**config.mk**
```make
export PLATFORM = sky130hd
export DESIGN_NAME = ballot_collector
export DESIGN_NICKNAME = d
export VERILOG_FILES = /design/src/rtl/voting_pkg.sv /design/src/rtl/ballot_slot_bank.sv /design/src/rtl/ballot_collector.sv
export SDC_FILE = /design/constraint.sdc
export NUM_CORES = 1
export LEC_CHECK = 0
export ABC_AREA = 1
export BUFFER_PORTS_ARGS = -buffer_cell sky130_fd_sc_hd__clkbuf_2
export CAP_MARGIN = 40
export CORE_AREA = 2 2 72 74
export CTS_BUF_LIST = sky130_fd_sc_hd__clkbuf_16
export DETAILED_ROUTE_END_ITERATION = 7
export DIE_AREA = 0 0 74 76
export SYNTH_ARGS = -nofsm -noshare
export SYNTH_HDL_FRONTEND = slang
export SYNTH_SLANG_ARGS = --single-unit
```
**constraint.sdc**
```tcl
create_clock -name clk -period 1.1 [get_ports clk]
set_clock_uncertainty 0.1 [all_clocks]
set_input_delay 0.11 -clock clk [delete_from_list [all_inputs] [get_ports clk]]
set_output_delay 0.11 -clock clk [all_outputs]
set_load 0.005 [all_outputs]
```
**src/rtl/voting_pkg.sv**
```systemverilog
// Shared definitions for the ballot collector and its tally-side users.
//   N_VOTERS_DEF / BALLOT_W_DEF : default round geometry (4 voters, 2-bit ballots)
//   state_t                     : collector FSM states
//   slot_off()                  : bit offset of a voter's slot in the packed round
package voting_pkg;

   localparam int N_VOTERS_DEF = 4;
   localparam int BALLOT_W_DEF = 2;

   typedef enum logic {
      COLLECT = 1'b0,
      PRESENT = 1'b1
   } state_t;

   // Voter idx occupies [slot_off(idx,w) +: w], voter 0 in the LSBs.
   function automatic int slot_off(input int idx, input int w);
      return idx * w;
   endfunction

endpackage

```
**src/rtl/ballot_slot_bank.sv**
```systemverilog
// Per-voter ballot storage for one round.
//   clk, rst_n  : clock, synchronous active-low reset
//   wr_en       : store wr_data into slot wr_id and mark it voted
//   wr_id       : target slot
//   wr_data     : ballot value, stored verbatim
//   clr         : empty every slot (round handed off or aborted)
//   ballots     : packed slots, voter i at slot_off(i, BALLOT_W)
//   voted_mask  : bit i set once slot i holds a ballot
module ballot_slot_bank
   import voting_pkg::*;
#(
   parameter int N_VOTERS = N_VOTERS_DEF,
   parameter int BALLOT_W = BALLOT_W_DEF,
   parameter int ID_W     = $clog2(N_VOTERS)
) (
   input  logic                         clk,
   input  logic                         rst_n,
   input  logic                         wr_en,
   input  logic [ID_W-1:0]              wr_id,
   input  logic [BALLOT_W-1:0]          wr_data,
   input  logic                         clr,
   output logic [N_VOTERS*BALLOT_W-1:0] ballots,
   output logic [N_VOTERS-1:0]          voted_mask
);

   for (genvar i = 0; i < N_VOTERS; i++) begin : g_slot
      logic [BALLOT_W-1:0] slot;
      logic                voted;

      always_ff @(posedge clk) begin
         if (!rst_n || clr) begin
            slot  <= '0;
            voted <= 1'b0;
         end else if (wr_en && wr_id == ID_W'(i)) begin
            slot  <= wr_data;
            voted <= 1'b1;
         end
      end

      assign ballots[slot_off(i, BALLOT_W) +: BALLOT_W] = slot;
      assign voted_mask[i] = voted;
   end

endmodule

```
**src/rtl/ballot_collector.sv**
```systemverilog
// Collects one ballot per voter (any order) into a packed round and presents
// it to the tally side over a valid/ready handshake.
//   clk, rst_n         : clock, synchronous active-low reset
//   ballot_valid/ready : ballot handshake; ready only while collecting
//   ballot_id/data     : voter index and candidate index
//   round_valid/ready  : round handshake; valid only while presenting
//   round_ballots      : packed round, voter i at [i*BALLOT_W +: BALLOT_W]
//   abort              : discard the current round (beats any same-cycle event)
//   voted_mask         : voters whose ballot is held
//   dup_err, id_err    : one-cycle pulses for dropped duplicate / bad-id ballots
//   round_cnt          : rounds handed off, wrapping
module ballot_collector
   import voting_pkg::*;
#(
   parameter  int N_VOTERS = N_VOTERS_DEF,
   parameter  int BALLOT_W = BALLOT_W_DEF,
   parameter  int CNT_W    = 8,
   localparam int ID_W     = $clog2(N_VOTERS)
) (
   input  logic                         clk,
   input  logic                         rst_n,
   input  logic                         ballot_valid,
   output logic                         ballot_ready,
   input  logic [ID_W-1:0]              ballot_id,
   input  logic [BALLOT_W-1:0]          ballot_data,
   output logic                         round_valid,
   input  logic                         round_ready,
   output logic [N_VOTERS*BALLOT_W-1:0] round_ballots,
   input  logic                         abort,
   output logic [N_VOTERS-1:0]          voted_mask,
   output logic                         dup_err,
   output logic                         id_err,
   output logic [CNT_W-1:0]             round_cnt
);

   localparam int ID_SPAN = 2 ** ID_W;

   state_t              state, state_nxt;
   logic                in_range;
   logic [N_VOTERS-1:0] id_bit;
   logic                already;
   logic                take;
   logic                wr_en;
   logic                handoff;
   logic                round_full;
   logic                dup_nxt, id_nxt;

   // Only a non-power-of-two voter count can see ids past the last slot.
   if (ID_SPAN == N_VOTERS) begin : g_full_span
      assign in_range = 1'b1;
   end else begin : g_part_span
      assign in_range = ballot_id < ID_W'(N_VOTERS);
   end

   // Shifting past the top bit yields zero, so a bad id never aliases a slot.
   assign id_bit     = N_VOTERS'(1) << ballot_id;
   assign already    = |(voted_mask & id_bit);
   assign round_full = &(voted_mask | id_bit);

   // abort wins over everything in its cycle, including error reporting.
   assign take    = (state == COLLECT) && ballot_valid && !abort;
   assign wr_en   = take && in_range && !already;
   assign dup_nxt = take && in_range && already;
   assign id_nxt  = take && !in_range;
   assign handoff = (state == PRESENT) && round_ready && !abort;

   ballot_slot_bank #(
      .N_VOTERS (N_VOTERS),
      .BALLOT_W (BALLOT_W),
      .ID_W     (ID_W)
   ) u_bank (
      .clk        (clk),
      .rst_n      (rst_n),
      .wr_en      (wr_en),
      .wr_id      (ballot_id),
      .wr_data    (ballot_data),
      .clr        (abort || handoff),
      .ballots    (round_ballots),
      .voted_mask (voted_mask)
   );

   always_comb begin
      state_nxt = state;
      case (state)
         COLLECT: if (wr_en && round_full) state_nxt = PRESENT;
         PRESENT: if (handoff)             state_nxt = COLLECT;
         default:                          state_nxt = COLLECT;
      endcase
      if (abort) state_nxt = COLLECT;
   end

   // Handshake outputs come straight from the state register.
   assign ballot_ready = (state == COLLECT);
   assign round_valid  = (state == PRESENT);

   always_ff @(posedge clk) begin
      if (!rst_n) begin
         state     <= COLLECT;
         dup_err   <= 1'b0;
         id_err    <= 1'b0;
         round_cnt <= '0;
      end else begin
         state   <= state_nxt;
         dup_err <= dup_nxt;
         id_err  <= id_nxt;
         if (handoff) round_cnt <= round_cnt + 1'b1;
      end
   end

endmodule
```
==> flow_summary.ini <==
[cts]
cts_root_buffer = clkbuf_16
cts_num_sinks = 22
cts_tree = done
cts_buffers = 3
cts_buffer_depth = 2
htreeDepth = 1
clk_latency_ns = 0.26
hold_buffers = 0
cts.clk_slew.worst_paths_ns = 0.06

[logic_synthesis]
synth_top_area_share_pct = 37.8
ys_types = 21
synth_area_leaders = dfxtp_1, nand2_1, inv_1, nand4_1, nor2_1
synth_fa_ha_area_share_pct = 1.07
ys_ff_latch = 22
ys_seq_area_share_pct = 37.8
yosysMostFrequentCell = nand2_1
async_reset_ff_share_pct = 0
avgSynthCellArea_um2 = 6.77
synthCells = 172
netlist.top_cell.by_area = dfxtp_1
synth_compound_area_share_pct = 6.77
synth_top_family_by_area = simple AND/OR/NAND/NOR gates
syn-num-nets = 182
synth_mux_area_share_pct = 0
synth_edf_count = 0
yosys_warnings = 0
ys.flop_type = dfxtp_1
synthSimpleGateAreaFrac_pct = 36.2
syn_area_um2 = 1160
synth_xor_area_share_pct = 0.752
ys_top_cells_by_count = nand2_1, inv_1, dfxtp_1

[sta]
min_period_ns = 1.23
timing.final.max_slew_violations = 0
tns_ns = -1.70
rsz0062_at_grt = yes
setup_viol = 21
finalHoldViolCount = 0
fin_crit_sh_pct = 111
layout_setup_ws_ns = -0.126
hold-worst-slack_ns = 0.0457
fmax_mhz = 816

[floorplan]
die-height_um = 76
start_util_pct = 23.7
rows = 26
die_w_um = 74
io_pins = 33
dieArea_um2 = 5620
coreArea_um2 = 4910

[finish]
drive_gt1_share_pct = 49.3
antenna_cells = 0
synthToLayoutAreaGrowth_pct = 57.7
final_nets = 237
instances_no_fill = 295
post-route-util_pct = 37.4

[place]
placed_cells = 286
place_ws_ns = -0.129
dpl.hpwl_um = 2180
routabilityCongestion = 0.864
io_buffers = 31

[grt]
grt_pass1_wl_um = 4800
grt_pass1_vias = 1084
grt_max_degree = 15
antenna_found_initial = 0
track_usage_pct = 10.9
overflow = 0

[critical_path]
startpoint_type = register
critPathMaxStageDelay_ns = 0.33
crit_required_ns = 1.19
r2r_cells = 8
critPathCaptureType = register
path_class = register to register
worstPathArrival_ns = 1.32
crit_chain = inv_2, nand2_4, nor2_4, buf_12, nand3_4, nand2_1, inv_1, nor2_1
critPathSlowestCell = dfxtp_2
crit_fanout = 7

[worst_hold_path]
hp-class = input pin to register
hold_depth = 3

[detailed_routing]
wl_um = 2930
viasPerCell = 4.05
wl_per_cell_um = 9.94
vias = 1196
drtIter0Drc = 37
drt-pass1-iter-count = 4
antenna_left = 0
drc = 0

[pwr]
power_frac_clock_pct = 44.0
p_leak_nw = 0.842
switching_power_mw = 0.406
power.share.sequential_pct = 45.7
power_density_nw_per_um2 = 961
pwr-share-comb_pct = 10.3
switching_share_pct = 23.0
vdd.ir_drop.worst_mv = 0.546
intPower_mw = 1.36

[run]
max-cap-violations = 0

[run_status]
failed_checks = negative setup slack
status = complete, but fails checks
[power groups by stage]
stage / Combinational (mW) / Sequential (mW) / Clock, mW
floorplan: 0.0881 / 0.825 / 0
global placement: 0.153 / 0.824 / 0
detailed placement: 0.154 / 0.824 / 0
CTS: 0.187 / 0.807 / 0.800
global route: 0.201 / 0.807 / 0.833
finish: 0.183 / 0.807 / 0.776
[cells by family (layout without fill, tap and decap cells)]
family	after synthesis	in the layout
flops	22	22
other cells	1	1
fa+ha+maj	1	1
compound gates	15	15
buf+inv	45	98
xor+xnor	1	1
simple gates	87	87
[stage by stage]
stage,total power [mW],area [µm²]
finish,1.77,1840
global route,1.84,1840
CTS,1.79,1750
detailed placement,0.979,1560
global placement,0.978,1560
floorplan,0.913,1200
[worst max-delay path: cells and delay by family (launching register included)]
family	cells	cell delay (ns)
simple gates	5	0.45
buf+inv	3	0.27
flops	1	0.33
[final cells by class]
type / count / area [µm²]
flip-flops and latches: 22 / 449
multi-input cells: 105 / 678
inverters: 38 / 145
fillers: 502 / 3080
repair buffers: 57 / 402
well taps: 70 / 87.6
clock buffers: 3 / 75.1
[state kept, by name, summed over array words and instances (netlist names)]
register,cells
dup_err,1
round_cnt,8
u_bank.g_slot.slot,8
u_bank.g_slot.voted,4
round_valid,1
[final timing paths]
check / from / end / slack, ns
hold / removal: rst_n / round_valid / 0.05
setup reg to reg: round_valid / u_bank.g_slot[0].slot[0] / -0.13
hold reg to reg: round_cnt[7] / round_cnt[7] / 0.39
setup / recovery: round_valid / u_bank.g_slot[0].slot[0] / -0.13
[metal layers]
metal  wire, µm  vias up  GRT usage, %
met2       1380       29          17.1
met4         42        0          3.82
met1       1350      530          13.9
met5          0        -             0
met3        157        5          3.31
li1           -      632             -
[what timing repair did]
action,4_1_cts,5_1_grt
buffers inserted,2,5
endpoints found under the setup margin,21,24
gates cloned,1,0
pin swaps,8,21
resized for setup,13,29
[layout by cell type, fill, tap and decap left out, types with 3 or more instances in the layout]
| cell | instances |
|---|---|
| a21oi_1 | 4 |
| clkbuf_2 | 30 |
| nor2_1 | 12 |
| buf_6 | 3 |
| nand2_1 | 32 |
| inv_2 | 3 |
| dfxtp_2 | 7 |
| nor2_2 | 3 |
| nand3_4 | 5 |
| nand2_2 | 10 |
| nand4_1 | 10 |
| buf_4 | 21 |
| a21oi_2 | 7 |
| buf_12 | 3 |
| nand3_2 | 5 |
| nor2_4 | 5 |
| dfxtp_1 | 15 |
| inv_1 | 34 |
| clkbuf_16 | 3 |
Power figures use the tool's default switching activity.
